<file path="src/rtl/core_frame_receiver_pkg.sv">
// Shared sizing constants and receiver state encoding for the core-side
// task dispatch receiver.
package core_frame_receiver_pkg;

  localparam int TM_WIDTH    = 128;
  localparam int INSN_WIDTH  = 16;
  localparam int REG_WIDTH   = 8;
  localparam int FRAME_DEPTH = 8;
  localparam int PC_WIDTH    = 6;

  localparam int SLOTS      = TM_WIDTH / INSN_WIDTH;
  localparam int SLOT_BITS  = $clog2(SLOTS);
  localparam int FRAME_BITS = $clog2(FRAME_DEPTH);
  localparam int CNT_WIDTH  = FRAME_BITS + 1;

  typedef enum logic [1:0] {
    ST_IDLE   = 2'd0,
    ST_LOAD   = 2'd1,
    ST_LAUNCH = 2'd2,
    ST_RUN    = 2'd3
  } rx_state_e;

endpackage

</file>
<file path="src/rtl/core_frame_receiver_if.sv">
// Scheduler-to-core dispatch bundle: frame stream, R0 init and Ready.
// master = scheduler side, slave = core receiver side.
interface core_frame_receiver_if;
  import core_frame_receiver_pkg::*;

  logic                 Start;
  logic [TM_WIDTH-1:0]  Insn_Data;
  logic                 Init_R0_Vect;
  logic [REG_WIDTH-1:0] Init_R0;
  logic                 Ready;

  modport master (output Start, Insn_Data, Init_R0_Vect, Init_R0, input Ready);
  modport slave  (input Start, Insn_Data, Init_R0_Vect, Init_R0, output Ready);
endinterface

</file>
<file path="src/rtl/core_frame_receiver_frame_buffer.sv">
// Local instruction frame store: one write port, combinational pc-indexed
// instruction read. Contents are deliberately not reset.
module core_frame_receiver_frame_buffer
  import core_frame_receiver_pkg::*;
(
  input  logic                  clk,
  input  logic                  we,
  input  logic [FRAME_BITS-1:0] waddr,
  input  logic [TM_WIDTH-1:0]   wdata,
  input  logic [PC_WIDTH-1:0]   pc,
  output logic [INSN_WIDTH-1:0] insn
);

  logic [TM_WIDTH-1:0]   frame_mem [FRAME_DEPTH];
  logic [TM_WIDTH-1:0]   rd_frame;
  logic [INSN_WIDTH-1:0] slot_data [SLOTS];

  always_ff @(posedge clk) begin
    if (we) begin
      frame_mem[waddr] <= wdata;
    end
  end

  assign rd_frame = frame_mem[pc[PC_WIDTH-1:SLOT_BITS]];

  // Slot 0 is the least significant instruction of the frame.
  genvar gi;
  generate
    for (gi = 0; gi < SLOTS; gi++) begin : g_slot
      assign slot_data[gi] = rd_frame[gi*INSN_WIDTH +: INSN_WIDTH];
    end
  endgenerate

  assign insn = slot_data[pc[SLOT_BITS-1:0]];

endmodule

</file>
<file path="src/rtl/core_frame_receiver.sv">
// Core-side receiver: collects a back-to-back frame burst, launches the
// pipeline with the latched R0 init, then holds Ready low until exec_done.
module core_frame_receiver
  import core_frame_receiver_pkg::*;
(
  input  logic                  clk,
  input  logic                  reset,
  core_frame_receiver_if.slave  sched,
  input  logic [PC_WIDTH-1:0]   pc,
  input  logic                  exec_done,
  output logic [CNT_WIDTH-1:0]  frame_cnt,
  output logic                  exec_start,
  output logic                  r0_load,
  output logic [REG_WIDTH-1:0]  r0_value,
  output logic [INSN_WIDTH-1:0] insn,
  output logic                  err_overflow,
  output logic                  err_protocol
);

  localparam logic [CNT_WIDTH-1:0] CNT_FULL = CNT_WIDTH'(FRAME_DEPTH);

  rx_state_e              state_reg;
  logic [CNT_WIDTH-1:0]   frame_cnt_reg;
  logic                   ready_reg;
  logic                   exec_start_reg;
  logic                   r0_load_reg;
  logic [REG_WIDTH-1:0]   r0_value_reg;
  logic                   r0_vect_latch_reg;
  logic [REG_WIDTH-1:0]   r0_latch_reg;
  logic                   err_overflow_reg;
  logic                   err_protocol_reg;

  logic                   buf_we;
  logic [FRAME_BITS-1:0]  buf_waddr;

  always_comb begin
    buf_we    = 1'b0;
    buf_waddr = '0;
    if (sched.Start) begin
      if (state_reg == ST_IDLE) begin
        buf_we = 1'b1;
      end else if (state_reg == ST_LOAD && frame_cnt_reg < CNT_FULL) begin
        buf_we    = 1'b1;
        buf_waddr = frame_cnt_reg[FRAME_BITS-1:0];
      end
    end
  end

  always_ff @(posedge clk or negedge reset) begin
    if (!reset) begin
      state_reg         <= ST_IDLE;
      frame_cnt_reg     <= '0;
      ready_reg         <= 1'b1;
      exec_start_reg    <= 1'b0;
      r0_load_reg       <= 1'b0;
      r0_value_reg      <= '0;
      r0_vect_latch_reg <= 1'b0;
      r0_latch_reg      <= '0;
      err_overflow_reg  <= 1'b0;
      err_protocol_reg  <= 1'b0;
    end else begin
      exec_start_reg <= 1'b0;
      r0_load_reg    <= 1'b0;
      case (state_reg)
        ST_IDLE: begin
          if (sched.Start) begin
            frame_cnt_reg     <= CNT_WIDTH'(1);
            r0_vect_latch_reg <= sched.Init_R0_Vect;
            r0_latch_reg      <= sched.Init_R0;
            state_reg         <= ST_LOAD;
          end
        end
        ST_LOAD: begin
          if (sched.Start) begin
            if (frame_cnt_reg < CNT_FULL) begin
              frame_cnt_reg <= frame_cnt_reg + CNT_WIDTH'(1);
            end else begin
              err_overflow_reg <= 1'b1;
            end
          end else begin
            // First gap cycle closes the burst.
            state_reg      <= ST_LAUNCH;
            ready_reg      <= 1'b0;
            exec_start_reg <= 1'b1;
            r0_load_reg    <= r0_vect_latch_reg;
            r0_value_reg   <= r0_latch_reg;
          end
        end
        ST_LAUNCH: begin
          state_reg <= ST_RUN;
          if (sched.Start) begin
            err_protocol_reg <= 1'b1;
          end
        end
        ST_RUN: begin
          if (sched.Start) begin
            err_protocol_reg <= 1'b1;
          end
          if (exec_done) begin
            state_reg <= ST_IDLE;
            ready_reg <= 1'b1;
          end
        end
        default: begin
          state_reg <= ST_IDLE;
          ready_reg <= 1'b1;
        end
      endcase
    end
  end

  core_frame_receiver_frame_buffer u_frame_buffer (
    .clk   (clk),
    .we    (buf_we),
    .waddr (buf_waddr),
    .wdata (sched.Insn_Data),
    .pc    (pc),
    .insn  (insn)
  );

  assign sched.Ready  = ready_reg;
  assign frame_cnt    = frame_cnt_reg;
  assign exec_start   = exec_start_reg;
  assign r0_load      = r0_load_reg;
  assign r0_value     = r0_value_reg;
  assign err_overflow = err_overflow_reg;
  assign err_protocol = err_protocol_reg;

endmodule

</file>
<file path="src/flat_wrapper.sv">
// flat-port wrapper written by rule: the top's interface ports become plain ports
module core_frame_receiver_flat import core_frame_receiver_pkg::*;
  (clk, reset, pc, exec_done, frame_cnt, exec_start, r0_load, r0_value, insn, err_overflow, err_protocol, sched_Start, sched_Insn_Data, sched_Init_R0_Vect, sched_Init_R0, sched_Ready);
  core_frame_receiver_if sched_i ();
  input  logic clk;
  input  logic reset;
  input  logic [PC_WIDTH-1:0] pc;
  input  logic exec_done;
  output logic [CNT_WIDTH-1:0] frame_cnt;
  output logic exec_start;
  output logic r0_load;
  output logic [REG_WIDTH-1:0] r0_value;
  output logic [INSN_WIDTH-1:0] insn;
  output logic err_overflow;
  output logic err_protocol;
  input wire logic [$bits(sched_i.Start)-1:0] sched_Start;
  input wire logic [$bits(sched_i.Insn_Data)-1:0] sched_Insn_Data;
  input wire logic [$bits(sched_i.Init_R0_Vect)-1:0] sched_Init_R0_Vect;
  input wire logic [$bits(sched_i.Init_R0)-1:0] sched_Init_R0;
  output wire logic [$bits(sched_i.Ready)-1:0] sched_Ready;
  assign sched_i.Start = sched_Start;
  assign sched_i.Insn_Data = sched_Insn_Data;
  assign sched_i.Init_R0_Vect = sched_Init_R0_Vect;
  assign sched_i.Init_R0 = sched_Init_R0;
  assign sched_Ready = sched_i.Ready;
  core_frame_receiver u_core (.clk(clk), .reset(reset), .sched(sched_i), .pc(pc), .exec_done(exec_done), .frame_cnt(frame_cnt), .exec_start(exec_start), .r0_load(r0_load), .r0_value(r0_value), .insn(insn), .err_overflow(err_overflow), .err_protocol(err_protocol));
endmodule
</file>
<file path="config.mk">
export PLATFORM = sky130hd
export DESIGN_NAME = core_frame_receiver_flat
export DESIGN_NICKNAME = d
export VERILOG_FILES = /design/src/rtl/core_frame_receiver_pkg.sv /design/src/rtl/core_frame_receiver_if.sv /design/src/rtl/core_frame_receiver_frame_buffer.sv /design/src/rtl/core_frame_receiver.sv /design/src/flat_wrapper.sv
export SDC_FILE = /design/constraint.sdc
export NUM_CORES = 1
export LEC_CHECK = 0
export BUFFER_PORTS_ARGS = -buffer_cell sky130_fd_sc_hd__buf_2
export CORE_ASPECT_RATIO = 0.7
export CORE_MARGIN = 3
export CORE_UTILIZATION = 55
export CTS_CLUSTER_SIZE = 20
export DETAILED_ROUTE_END_ITERATION = 8
export PLACE_DENSITY = 0.72
export REMOVE_ABC_BUFFERS = 1
export SETUP_SLACK_MARGIN = 0.1
export SLEW_MARGIN = 30
export SYNTH_ARGS = -nofsm -noshare
export SYNTH_HDL_FRONTEND = slang
export SYNTH_HIERARCHICAL = 1
export SYNTH_SLANG_ARGS = --single-unit
</file>
<file path="constraint.sdc">
create_clock -name clk -period 18.64 [get_ports clk]
set_clock_uncertainty 0.2 [all_clocks]
set_input_delay 0.932 -clock clk [delete_from_list [all_inputs] [get_ports clk]]
set_output_delay 0.932 -clock clk [all_outputs]
set_load 0.03 [all_outputs]
</file>
==> results of run 1 <==
-- path summary, 6_finish.rpt --
path                                                          to  depth (start not counted)  slack, ns                 from
max                                                      insn[9]                          9      12.56                pc[5]
min                                       u_core/r0_latch_reg[2]                          1       0.09                reset
max in group asynchronous                    u_core/frame_cnt[3]                          1      17.75                reset
min in group clk                             u_core/err_protocol                          1       0.27  u_core/err_protocol
min reg2reg                                  u_core/err_protocol                          1       0.27  u_core/err_protocol
max reg2reg                u_core/u_frame_buffer/frame_mem[6][6]                          8      14.48  u_core/state_reg[1]
-- layer usage --
layer / track usage [%] / vias up / part of all wire, %
met4: 6.40 / 24 / 2.2
li1: - / 7902 / -
met5: 0 / - / 0.18
met1: 32.3 / 9993 / 41
met2: 35.0 / 680 / 48
met3: 6.02 / 160 / 8.5
-- layout by cell type (no fill, tap or decap), drive strengths merged, types with 7 or more instances in the layout --
| cell type | netlist | routed |
|---|---|---|
| a21oi | 18 | 18 |
| a22o | 9 | 9 |
| a22oi | 14 | 14 |
| buf | 77 | 207 |
| clkbuf | 16 | 133 |
| clkinv | 0 | 38 |
| dfrtp | 27 | 27 |
| diode | 0 | 14 |
| edfxtp | 1024 | 1024 |
| inv | 5 | 7 |
| mux2 | 20 | 20 |
| mux2i | 43 | 43 |
| mux4 | 253 | 253 |
| nand2 | 29 | 29 |
| nand2b | 11 | 11 |
| nand3 | 17 | 17 |
| nand4 | 12 | 12 |
| nor2 | 16 | 16 |
| nor2b | 14 | 14 |
| o221ai | 14 | 14 |
| o22ai | 49 | 49 |
| o41ai | 12 | 12 |
-- metrics by stage --
step	setup WS (ns)	area [sq um]	cells	total power (uW)	hold slack, ns
floorplan	7.57	39600	1641	3130	0.247
global placement	12.61	42000	2812	3290	0.250
detailed placement	12.54	42000	2812	3310	0.251
CTS	12.55	44900	2988	5100	0.0817
global route	12.40	45000	2998	5240	0.125
finish	12.56	45000	3004	5060	0.0917
-- worst max-delay path: stages --
cell	delay (ns)
buf_6	0.46
buf_4	0.76
buf_4	0.80
mux4_2	0.35
o22ai_1	0.11
nor4_1	0.82
nand2_1	0.15
o41ai_1	0.10
buf_2	0.29
-- cells by family (layout without fill, tap and decap cells) --
logic type / count (synthesis) / count (layout) / share of synthesized area (%)
adder cells (fa/ha/maj): 6 / 6 / 0.187
other: 0 / 14 / 0
multiplexers: 316 / 316 / 15.9
AO/OA/AOI/OAI: 129 / 129 / 2.28
AND/OR/NAND/NOR: 133 / 133 / 1.86
flip-flops: 1052 / 1052 / 78.2
buffers and inverters: 98 / 388 / 1.64
-- power by group through the flow --
stage / Sequential, uW / Combinational (uW) / Clock, uW
floorplan: 2890 / 246 / 0
CTS: 2790 / 473 / 1840
detailed placement: 2840 / 470 / 0
global placement: 2830 / 459 / 0
finish: 2790 / 468 / 1810
global route: 2800 / 501 / 1940
-- layout make-up --
type,count,area share (%)
inverter,5,0.0417
multi-input combinational,584,18.2
clock inverter,43,0.586
tap,966,2.68
antenna,14,0.0778
sequential,1052,69.8
clock buffer,133,5.83
timing repair buffer,207,2.74
==> impl_metrics.tcl, run 1 <==
set metrics [dict create \
    insertion_delay_ns 0.64 \
    drt_wl_total_um 84500 \
    ctsResizeCount 0 \
    syn_area_per_cell_sq_um 23.2 \
    die_area_sq_um 76500 \
    yosysTopAreaCell "edfxtp_1" \
    clock_sinks 1052 \
    p_clk_share_pct 35.7 \
    largest_reg_flops 1024 \
    clk_path_buf_depth 3 \
    first_iter_violations 1645 \
    pwr-share-comb_pct 9.2 \
    final-setup-viol-count 0 \
    synth_edf_count 1024 \
    cp.required_ns 17.51 \
    leakagePower_uw 0.0144 \
    tightest_slew_ns 1.09 \
    outcome "finished, final reports clean" \
    grt_max_degree 129 \
    pwr-share-seq_pct 55.1 \
    yosys-top-cells-count "1024 x edfxtp_1, 253 x mux4_2, 49 x o22ai_1" \
    antenna_left 0 \
    hold_violations 0 \
    synth_ff_type "edfxtp_1" \
    slew_violations 0 \
    yosys.cell_count.top_type "edfxtp_1" \
    wl_per_cell_um 28.1 \
    multiInputGateArea_sq_um 8200 \
    p_int_uw 3940 \
    gp_congestion 0.745 \
    grt_pass1_vias 19600 \
    die_w_um 329 \
    drive_gt1_share_pct 31.1 \
    synth-seq-cells 1052 \
    syn_inst 1734 \
    final_nets 2098 \
    rsz0062_at_grt "no" \
    fp.dieH_um 232 \
    post_cts_buffers 0 \
    setup_tns_ns 0 \
    initial_core_util_pct 55.9 \
    cp.arrival_ns 4.95 \
    grt_use_total_pct 22.6 \
    core_area_sq_um 72000 \
    async_reset_ff_share_pct 2.66 \
    critPathCaptureType "primary output" \
    switching_share_pct 22.3 \
    synth_area_sq_um 40200 \
    clk_transition_reported_paths_ns 0.06 \
    cts_buffers 95 \
    period_needed_ns 6.08 \
    critPathLaunchType "input port" \
    synthDistinctLibCells 50 \
    seq_area_sq_um 31500 \
    yosysSeqAreaShare_pct 78.2 \
    final_core_util_pct 62.5 \
    path_class "input port to primary output" \
    route.detailed.drc 0 \
    crit_fanout 62 \
    via_per_inst 6.24 \
    ir_drop_v 0.0000983 \
    numPortBuffers 179 \
    maxSlewHeadroom_pct 27.1 \
    area_delta_synth_final_pct 11.9 \
    routed-via-count 18800 \
    cts_tree "built" \
    htreeDepth 3 \
    fmax_mhz 164 \
    synthTopCellsByArea "edfxtp_1 76%, mux4_2 14%, dfrtp_1 1.7%" \
    holdBufCountCts 0 \
    io_pins 180 \
    period_share_pct 32.6 \
    first_pass_iters 5 \
    hold_path.class "input port to async pin" \
    overflow 0 \
    dp_hpwl_um 45600 \
    antenna_found_initial 25 \
    n_fill_cell 4770 \
    synth_top_area_share_pct 76.4 \
    power_density_nw_per_um2 112 \
    cap_violations 0 \
    p_switching_uw 1130 \
    grt_pass1_wl_um 127000 \
    fp-row-count 82 \
    ys_warn_count 6 \
    ctsRootBufferMaster "clkbuf_16" \
]
(Power assumes the default switching activity.)
==> inputs of run 2 (changes only) <==
- PLACE_DENSITY: 0.72 -> 0.75
- clock period: 18.64 -> 5 ns (I/O delays scaled with it)
==> run 2 against run 1 <==
Compared with the run above:
- sequential power grew to 3.7 times the previous value
- register-to-register slack worse by 13 ns
- hold slack better by 0.094 ns
- utilization is 2.7 points higher
- first-iteration DRC count is 22% higher
- routed wire length is 3.3% higher
- combinational power grew to 4.2 times the previous value
- sequential share of layout area is 2.8 points lower
- die area stayed put
- critical endpoint is now insn[5]
==> impl_metrics.tcl, run 2 (same netlist as run 1, synthesis figures left out) <==
set metrics [dict create \
    outcome "finished, final reports clean" \
    htreeDepth 3 \
    initial_core_util_pct 55.9 \
    critical-path-top-delay-family "buffers and inverters" \
    tightest_slew_ns 0.983 \
    cp_slowest_stage_delay_ns 0.64 \
    cts_buffers 95 \
    power_uw 19500 \
    crit_top_cell "a21oi_1" \
    final-setup-viol-count 0 \
    grt_pass1_wl_um 131000 \
    layout_common_cells "1024 x edfxtp_1, 253 x mux4_2, 176 x buf_2, 142 x dlygate4sd3_1, 97 x clkbuf_16" \
    holdBufCountCts 143 \
    grt_max_degree 129 \
    critPathLaunchType "input port" \
    final_nets 2261 \
    cts_tree "built" \
    fp.dieH_um 232 \
    period_needed_ns 3.64 \
    slew_violations 0 \
    rsz0062_at_grt "no" \
    ctsRootBufferMaster "clkbuf_16" \
    grt_pass1_vias 20300 \
    wl_per_cell_um 27.7 \
    hold_path.class "input port to flip-flop" \
    antenna_found_initial 5 \
    crit_fanout 77 \
    route.detailed.drc 0 \
    mostFrequentLayoutCell "edfxtp_1" \
    numPortBuffers 179 \
    die_w_um 329 \
    fmax_mhz 275 \
    n_fill_cell 4596 \
    critPathCaptureType "primary output" \
    clk_path_buf_depth 3 \
    clock_sinks 1052 \
    fp-row-count 82 \
    io_pins 180 \
    critPathSlowestCell "buf_4" \
    leakagePower_uw 0.0152 \
    final_core_util_pct 65.2 \
    area_delta_synth_final_pct 16.7 \
    largest_reg_flops 1024 \
    routed-via-count 19600 \
    cp.arrival_ns 3.19 \
    via_per_inst 6.22 \
    gp_congestion 0.796 \
    maxSlewHeadroom_pct 33.6 \
    dp_hpwl_um 50200 \
    path_class "input port to primary output" \
    crit_chain "buf_6 > buf_4 > mux4_2 > mux2i_1 > a21oi_1 > a21oi_1 > o41ai_1 > buf_2" \
    drive_gt1_share_pct 30.4 \
    core_area_sq_um 72000 \
    drt_wl_total_um 87300 \
    ctsResizeCount 0 \
    die_area_sq_um 76500 \
    hold_violations 0 \
    grt_use_total_pct 23.3 \
    antenna_left 0 \
    first_iter_violations 2005 \
    period_share_pct 72.8 \
    cap_violations 0 \
    cp.buffers_inverters 3 \
    insertion_delay_ns 0.64 \
    power_density_nw_per_um2 415 \
    first_pass_iters 6 \
    clk_transition_reported_paths_ns 0.06 \
    cp.required_ns 4.55 \
    post_cts_buffers 0 \
    overflow 0 \
    ir_drop_v 0.000276 \
]
## run 2: cell count changes in the layout (fill, tap and decap cells not counted), sizes merged
cell	before	now
clkbuf	133	115
inv	7	10
dlygate4sd3	0	142
bufinv	2	9
clkinvlp	1	6
buf	207	228
diode	14	3
## run 2: path summary, 6_finish.rpt
kind / start / endpoint / slack [ns] / cells after the start
min: sched_Init_R0[3] / u_core/r0_latch_reg[3] / 0.19 / 3
max reg2reg: u_core/state_reg[1] / u_core/u_frame_buffer/frame_mem[6][106] / 1.48 / 7
min reg2reg: u_core/err_overflow / u_core/err_overflow / 0.27 / 1
max in group asynchronous: reset / u_core/r0_value[7] / 3.97 / 4
min in group asynchronous: reset / u_core/r0_value[6] / 0.48 / 4
max: pc[5] / insn[5] / 1.36 / 8
## run 2: final cells by class
class | instances | area [sq um] | share of cell area [%]
Inverter | 5 | 18.8 | 0.0400
Tap cell | 966 | 1210 | 2.57
Clock buffer | 115 | 2510 | 5.36
Multi-Input combinational cell | 584 | 8200 | 17.5
Timing Repair Buffer | 370 | 3020 | 6.43
Clock inverter | 58 | 526 | 1.12
Sequential cell | 1052 | 31500 | 67.0
Antenna cell | 3 | 7.51 | 0.0160
## run 2: worst reg2reg max path, stage by stage (launching register included)
cell	delay (ns)
dfrtp_1	0.41
inv_1	0.11
ha_1	0.37
nand2_4	0.12
nor4b_2	0.58
nand2b_1	0.25
nor2_4	0.73
buf_12	0.38
## run 2: where the power goes
| part | switching, uW | internal (uW) | total (uW) |
|---|---|---|---|
| Sequential | 165 | 10200 | 10400 |
| Clock | 3070 | 4050 | 7120 |
| Combinational | 1150 | 819 | 1970 |
| Total | 4390 | 15100 | 19500 |
## run 2: per-layer routing
metal	GRT usage, %	wire (um)	vias up
li1	-	-	8203
met1	34.0	35600	10400
met2	36.4	42400	877
met3	5.27	7420	133
met4	5.82	1880	4
met5	0	27	-
## run 2: stage by stage
step	setup WS [ns]	instance area [sq um]	hold slack, ns	setup TNS, ns	std cells
after floorplan	-5.98	39600	-0.246	-3599.31	1641
final	1.36	46900	0.186	0	3153
after detailed placement	1.35	42500	0.0998	0	2834
after global placement	1.32	42400	0.0755	0	2834
after CTS	1.31	46900	0.138	0	3150
after global routing	1.08	46900	0.177	0	3151
